$ cat config.mk
export PLATFORM = sky130hd
export DESIGN_NAME = regfile_param_flat
export DESIGN_NICKNAME = d
export VERILOG_FILES = /design/src/rtl/regfile_param_if.sv /design/src/rtl/regfile_param.sv /design/src/flat_wrapper.sv
export SDC_FILE = /design/constraint.sdc
export NUM_CORES = 2
export LEC_CHECK = 0
export CORE_ASPECT_RATIO = 0.75
export CORE_MARGIN = 2
export CORE_UTILIZATION = 45
export DETAILED_ROUTE_END_ITERATION = 10
export HOLD_SLACK_MARGIN = 0.15
export PLACE_DENSITY_LB_ADDON = 0.1
export SETUP_SLACK_MARGIN = 0.4
export SLEW_MARGIN = 20
export SYNTH_ARGS = -nofsm -noshare
export SYNTH_HDL_FRONTEND = slang
export SYNTH_SLANG_ARGS = --single-unit
$ cat constraint.sdc
create_clock -name clk -period 13.4 [get_ports clk]
set_input_delay 2.01 -clock clk [delete_from_list [all_inputs] [get_ports clk]]
set_output_delay 2.01 -clock clk [all_outputs]
set_load 0.01 [all_outputs]
$ cat src/rtl/regfile_param_if.sv
// Bus bundle for regfile_param: two write ports, two read ports, clear request and busy status.
interface regfile_param_if #(
    parameter int unsigned WIDTH  = 32,
    parameter int unsigned ADDR_W = 5
);
    logic              clear;
    logic              wr0_en;
    logic              wr1_en;
    logic [ADDR_W-1:0] wr0_addr;
    logic [ADDR_W-1:0] wr1_addr;
    logic [WIDTH-1:0]  wr0_data;
    logic [WIDTH-1:0]  wr1_data;
    logic [ADDR_W-1:0] rd0_addr;
    logic [ADDR_W-1:0] rd1_addr;
    logic [WIDTH-1:0]  rd0_data;
    logic [WIDTH-1:0]  rd1_data;
    logic              busy;

    modport master (
        output clear, wr0_en, wr1_en, wr0_addr, wr1_addr, wr0_data, wr1_data,
               rd0_addr, rd1_addr,
        input  rd0_data, rd1_data, busy
    );

    modport slave (
        input  clear, wr0_en, wr1_en, wr0_addr, wr1_addr, wr0_data, wr1_data,
               rd0_addr, rd1_addr,
        output rd0_data, rd1_data, busy
    );
endinterface

$ cat src/rtl/regfile_param.sv
// 2-write/2-read register file with a hardware clear sweep (also run out of reset).
// Optional macro REGFILE_BYPASS_EN forwards same-cycle write data onto matching read ports.
module regfile_param #(
    parameter int unsigned       WIDTH       = 32,
    parameter int unsigned       ADDR_W      = 5,
    parameter logic [WIDTH-1:0]  RESET_VALUE = '0,
    parameter int unsigned       ZERO_REG    = 1
) (
    input  logic              clk,
    input  logic              reset,
    regfile_param_if.slave    bus
);
    localparam int unsigned DEPTH = 2 ** ADDR_W;

    localparam logic [0:0] IDLE  = 1'b0;
    localparam logic [0:0] CLEAR = 1'b1;

    logic [0:0]        state_q, state_d;
    logic [ADDR_W-1:0] ptr_q, ptr_d;
    logic [WIDTH-1:0]  mem_q [DEPTH];
    logic [WIDTH-1:0]  rd0_c, rd1_c;

    // Sweep control: ptr walks 0..DEPTH-1, one entry per edge while in CLEAR.
    always_comb begin
        state_d = state_q;
        ptr_d   = ptr_q;
        if (state_q == CLEAR) begin
            ptr_d = ptr_q + ADDR_W'(1);
            if (ptr_q == ADDR_W'(DEPTH - 1)) begin
                state_d = IDLE;
            end
        end else if (bus.clear) begin
            state_d = CLEAR;
            ptr_d   = '0;
        end
    end

    always_ff @(posedge clk) begin
        if (reset) begin
            state_q <= CLEAR;
            ptr_q   <= '0;
        end else begin
            state_q <= state_d;
            ptr_q   <= ptr_d;
        end
    end

    // Storage: sweep owns the array in CLEAR; port 1 is written last so it wins on collisions.
    always_ff @(posedge clk) begin
        if (!reset) begin
            if (state_q == CLEAR) begin
                mem_q[ptr_q] <= RESET_VALUE;
            end else begin
                if (bus.wr0_en) mem_q[bus.wr0_addr] <= bus.wr0_data;
                if (bus.wr1_en) mem_q[bus.wr1_addr] <= bus.wr1_data;
            end
        end
    end

    always_comb begin
        rd0_c = mem_q[bus.rd0_addr];
        rd1_c = mem_q[bus.rd1_addr];
`ifdef REGFILE_BYPASS_EN
        if (state_q == IDLE) begin
            if (bus.wr1_en && (bus.wr1_addr == bus.rd0_addr)) begin
                rd0_c = bus.wr1_data;
            end else if (bus.wr0_en && (bus.wr0_addr == bus.rd0_addr)) begin
                rd0_c = bus.wr0_data;
            end
            if (bus.wr1_en && (bus.wr1_addr == bus.rd1_addr)) begin
                rd1_c = bus.wr1_data;
            end else if (bus.wr0_en && (bus.wr0_addr == bus.rd1_addr)) begin
                rd1_c = bus.wr0_data;
            end
        end
`else
`endif
        // Hardwired zero entry overrides storage and any forwarded data.
        if ((ZERO_REG != 0) && (bus.rd0_addr == '0)) rd0_c = '0;
        if ((ZERO_REG != 0) && (bus.rd1_addr == '0)) rd1_c = '0;
    end

    assign bus.rd0_data = rd0_c;
    assign bus.rd1_data = rd1_c;
    assign bus.busy     = (state_q == CLEAR);

endmodule

$ cat src/flat_wrapper.sv
// flat-port wrapper written by rule: the top's interface ports become plain ports
module regfile_param_flat 
#(
    parameter int unsigned       WIDTH       = 32,
    parameter int unsigned       ADDR_W      = 5,
    parameter logic [WIDTH-1:0]  RESET_VALUE = '0,
    parameter int unsigned       ZERO_REG    = 1
)
  (clk, reset, bus_clear, bus_wr0_en, bus_wr1_en, bus_wr0_addr, bus_wr1_addr, bus_wr0_data, bus_wr1_data, bus_rd0_addr, bus_rd1_addr, bus_rd0_data, bus_rd1_data, bus_busy);
  regfile_param_if #(.WIDTH(WIDTH), .ADDR_W(ADDR_W)) bus_i ();
  input  logic clk;
  input  logic reset;
  input wire logic [$bits(bus_i.clear)-1:0] bus_clear;
  input wire logic [$bits(bus_i.wr0_en)-1:0] bus_wr0_en;
  input wire logic [$bits(bus_i.wr1_en)-1:0] bus_wr1_en;
  input wire logic [$bits(bus_i.wr0_addr)-1:0] bus_wr0_addr;
  input wire logic [$bits(bus_i.wr1_addr)-1:0] bus_wr1_addr;
  input wire logic [$bits(bus_i.wr0_data)-1:0] bus_wr0_data;
  input wire logic [$bits(bus_i.wr1_data)-1:0] bus_wr1_data;
  input wire logic [$bits(bus_i.rd0_addr)-1:0] bus_rd0_addr;
  input wire logic [$bits(bus_i.rd1_addr)-1:0] bus_rd1_addr;
  output wire logic [$bits(bus_i.rd0_data)-1:0] bus_rd0_data;
  output wire logic [$bits(bus_i.rd1_data)-1:0] bus_rd1_data;
  output wire logic [$bits(bus_i.busy)-1:0] bus_busy;
  assign bus_i.clear = bus_clear;
  assign bus_i.wr0_en = bus_wr0_en;
  assign bus_i.wr1_en = bus_wr1_en;
  assign bus_i.wr0_addr = bus_wr0_addr;
  assign bus_i.wr1_addr = bus_wr1_addr;
  assign bus_i.wr0_data = bus_wr0_data;
  assign bus_i.wr1_data = bus_wr1_data;
  assign bus_i.rd0_addr = bus_rd0_addr;
  assign bus_i.rd1_addr = bus_rd1_addr;
  assign bus_rd0_data = bus_i.rd0_data;
  assign bus_rd1_data = bus_i.rd1_data;
  assign bus_busy = bus_i.busy;
  regfile_param #(.WIDTH(WIDTH), .ADDR_W(ADDR_W), .RESET_VALUE(RESET_VALUE), .ZERO_REG(ZERO_REG)) u_core (.clk(clk), .reset(reset), .bus(bus_i));
endmodule
Yosys cells after proc, flatten, opt, wreduce, memory -nomap -nowiden
Memory sizes are Yosys's and may differ from the RTL's. Cells that the tools add are included.

Register bits after elaboration: 6. Bits in latches: 0. RAM bits: 1024. Bits in read-only memories: 0. Input port bits: 89. Logic and storage cells: 30. Memories kept: 1.

Add/subtract/negate cells: 1. $mul: 0. Div/mod/pow operators: 0. Magnitude comparators: 0. Equal/unequal tests: 1. Shift operators: 0. Muxes and demuxes: 21. Bitwise logic cells: 0. Reductions and logical operators: 4.

Memory list: u_core.mem_q (depth 32, width 32, read ports 2, clocked after Yosys merged registers in 0, write ports 2, line regfile_param.sv:20) `logic [WIDTH-1:0] mem_q [DEPTH];`.

Operator list (count): $mux W32 (3); $reduce_or A32 Y1 (1); $mux W1 (15); $mux W5 (3); $logic_not A5 Y1 (2); $add A5 B1 Y5 const B (1); $eq A5 B5 Y1 const B (1); $reduce_bool A2 Y1 (1).

Depth between registers and ports, before layout
Depth in word-level cells: 6. Depth in mapped cells: 7.

Worst setup path after synthesis
No wires, ideal clock.

Kind: input -> register. Start point: input port reset. End point: memory u_core.mem_q[1][0], enable pin. Setup time: 466 ps. Data arrival time: 5466 ps. Data required time: 12934 ps. Slack: 7468 ps. Stages: 6. Cells stage by stage: nor3b_4 > buf_2 > buf_4 > mux2i_1 > o21ai_0 > o21ai_0.

RTL lines: from (decl) (line flat_wrapper.sv:12) `input logic reset;`; to (decl) (line regfile_param.sv:20).

Worst setup path after layout
Start point: input port bus_rd0_addr[2]. End point: output port bus_rd0_data[17].

Cells in the longest elaborated chain, start to end: 2. Elaborated cells on any way between the ends: 3.

RTL lines: from (decl) (line flat_wrapper.sv:20) `input wire logic [$bits(bus_i.rd0_addr)-1:0] bus_rd0_addr;`; $mem_v2 Z32 W32 / $logic_not A5 Y1 (equally long branches); $mux W32 * (line regfile_param.sv:79) `if ((ZERO_REG != 0) && (bus.rd0_addr == '0)) rd0_c = '0;`; to (decl) (line flat_wrapper.sv:22) `output wire logic [$bits(bus_i.rd0_data)-1:0] bus_rd0_data;`.

Mark *: on every way between the ends. The rest lies on a longest branch, timed or not.

==> flow_metrics.py <==
metrics = {
    "pwr": {
        "p_leak_nw": 23.8,
        "cellPowerDensity_nw_per_um2": 109,
        "ir_drop_mv": 0.0988,
    },
    "critical_path": {
        "worstPathRequired_ns": 11.39,
        "path_class": "in2out",
        "crit_family": "buffers and inverters",
        "rrSetupSlack_ns": 8.98,
        "slowest_delay_ns": 0.93,
        "regToRegStartpoint": "u_core.bus.busy",
        "crit_buf_inv": 4,
        "worstReg2RegEnd": "u_core.mem_q[27][8]",
        "endpoint_kind": "output port",
        "arrival_ns": 6.53,
        "cp_slowest_cell": "a311oi_1",
        "cp_num_cells": 8,
        "cp_cell_sequence": "buf_8 > buf_4 > buf_12 > mux2i_1 > a221oi_1 > o21ai_0 > a311oi_1 > clkdlybuf4s50_1",
        "reg2reg_depth": 5,
        "crit_fanout": 121,
        "crit_start": "bus_rd0_addr[2]",
        "cp-start-kind": "input pin",
    },
    "routing": {
        "routedWlPerCell_um": 40.5,
        "routed_via_density": 7.03,
        "antenna_left": 0,
        "top_layer": "met5",
        "drtIter0Drc": 7185,
        "wl_met2_mm": 109,
        "wl_mm": 247,
        "dr_total_vias": 42800,
        "first_pass_iters": 6,
        "wl_met3_mm": 29.5,
        "wirelength_met1_mm": 98.1,
        "post-route-drc-count": 0,
    },
    "sta": {
        "fmax_mhz": 117,
        "final_max_slew_viol_count": 0,
        "maxSlewHeadroom_pct": 20.0,
        "setup_viol": 0,
        "tightest_slew_ns": 1.19,
        "skew_ns": 0.0285,
        "grt_setup_unrepaired": "no",
        "layout_worst_path_cycle_share_pct": 63.7,
        "fin_tns_setup_ns": 0,
        "timing.final.crit_period_ns": 8.54,
        "hold_violations": 0,
    },
    "logic_synthesis": {
        "synth_fa_ha_area_share_pct": 0.0416,
        "synth_mux_area_share_pct": 30.7,
        "synth_cell_types": 45,
        "synth-async-reset-ratio_pct": 0,
        "synth_compound_area_share_pct": 8.68,
        "synth-edff-count": 1024,
        "syn-cell-area_sq_um": 60200,
        "syn_nets": 4470,
        "syn_inst": 4379,
        "seq_area_frac_synth_pct": 51.3,
        "yosys.area.top_type": "edfxtp_1",
        "ys_seq_elements": 1030,
        "synth_common_cells": "1024 x edfxtp_1, 615 x mux2_2, 594 x o21ai_0",
        "synth_top_flop_cell": "edfxtp_1",
        "synth-xor-area-share_pct": 0,
        "syn-mean-instance-area_sq_um": 13.7,
        "synth_top_family_by_area": "multiplexers",
        "yosysMostFrequentCell": "edfxtp_1",
        "netlist.area_leader.share_pct": 51.1,
        "synthTopCellsByArea": "edfxtp_1 51%, mux4_2 17%, mux2_2 12%, o21ai_0 4.9%, nand2_1 3.4%",
        "ys_warn_count": 0,
        "synth-simple-area-share_pct": 5.32,
    },
    "cts": {
        "tritoncts": "done",
        "htreeDepth": 3,
        "numCtsBuffers": 114,
        "clk_pin_slew_ns": 0.06,
        "clk_latency_ns": 0.76,
        "post-cts-setup-buffer-count": 0,
        "clock_tree.root_cell": "clkbuf_16",
        "cts_resized": 0,
        "clkSinkCount": 1030,
        "clock_path_buffers": 3,
        "cts_hold_buf": 0,
    },
    "place": {
        "dp_hpwl_mm": 134,
        "dpl.cell_count": 5884,
        "portBuffers": 153,
        "routabilityCongestion": 0.841,
    },
    "floorplanning": {
        "initial_core_util_pct": 45.2,
        "fp.dieW_um": 426,
        "io_pins": 154,
        "rows": 116,
        "core_area_sq_um": 133000,
        "die_area_sq_um": 137000,
        "die_y_um": 321,
    },
    "min_path": {
        "hold_start": "u_core.ptr_q[0]",
        "min_path_cells": 2,
        "min_to": "u_core.ptr_q[0]",
        "min_path_type": "reg2reg",
    },
    "job": {
        "max-cap-violations": 0,
    },
    "global_routing": {
        "grt_util_all_layers_pct": 35.9,
        "grt_pass1_wl_mm": 337,
        "grt_overflow": 0,
        "first_global_vias": 40200,
        "grt_max_degree": 122,
        "antenna_found_initial": 18,
    },
    "layout": {
        "fin_cells": 6094,
        "drive_gt1_share_pct": 33.3,
        "area_delta_synth_final_pct": 10.5,
        "finish.net_count": 4321,
    },
    "run_status": {
        "status": "complete, no violations",
    },
}
## cell type report
cell class	instances	area (sq um)
timing repair buffer	272	2430
inverter	3	16.3
antenna	4	10.0
multi-input combinational	2809	27500
clock inverter	63	467
sequential	1030	30900
tap	1770	2210
clock buffer	143	2980
fill	11200	66600
## layer usage
layer | up-vias | track usage (%)
li1 | 17000 | -
met1 | 22200 | 50.6
met2 | 3100 | 53.6
met3 | 529 | 9.21
met4 | 16 | 13.0
met5 | - | 0
## sequential cells by signal, indices dropped and copies added, names as in the netlist
register / count
u_core.bus.busy: 1
u_core.mem_q: 1024
u_core.ptr_q: 5
## worst register-to-register path, delay by kind of cell (launching register included)
family          cells  cell delay, ns
compound gates      1            0.59
simple gates        3            2.16
buf+inv             1            0.72
flops               1            0.53
## logic make-up (layout without fill, tap and decap cells)
group           Yosys count  after routing
other cells               0              4
compound gates          875            875
simple gates            725            725
fa+ha+maj                 2              2
flops                  1030           1030
mux                    1207           1207
buf+inv                 540            481
## per-stage QoR
step | total power [W] | utilization [%] | cell area, sq um | setup WS [ns] | hold WS, ns
finish | 0.00725 | 50.0 | 66500 | 4.86 | 0.535
global route | 0.00738 | 50.0 | 66500 | 4.73 | 0.569
CTS | 0.00724 | 50.0 | 66500 | 4.90 | 0.537
detailed placement | 0.00424 | 47.4 | 63100 | 4.94 | 0.527
global placement | 0.00423 | 47.4 | 63000 | 4.88 | 0.521
floorplan | 0.00394 | - | 60200 | 7.47 | 0.486
## worst max path at each step
stage	endpoint	slack (ns)
3_5_place_dp	bus_rd0_data[17]	4.94
6_report	bus_rd0_data[17]	4.86
4_1_cts	bus_rd0_data[17]	4.90
2_1_floorplan	u_core.mem_q[1][0]	7.47
5_1_grt	bus_rd0_data[17]	4.73
3_3_place_gp	bus_rd1_data[2]	4.88
## where the power goes
group	internal [W]	leakage, nW	switching, W
Sequential	0.00351	10.7	0.00000811
Combinational	0.000246	11.4	0.000419
Clock	0.00169	1.68	0.00138
Total	0.00545	23.8	0.00180
## cells in the final DEF (no fill, tap or decap), drive strengths merged, types with 8 or more instances in the layout
cell,instances
edfxtp,1024
mux2,626
o21ai,594
nand2,560
mux4,448
clkbuf,143
buf,142
mux2i,133
clkdlybuf4s50,130
nor2b,69
a22oi,64
a211oi,64
a311oi,64
clkinv,50
a221oi,46
and2,35
o2111ai,18
o21bai,16
and3,16
nor2,11
a21oi,8
nor3b,8
(Power assumes the default switching activity.)
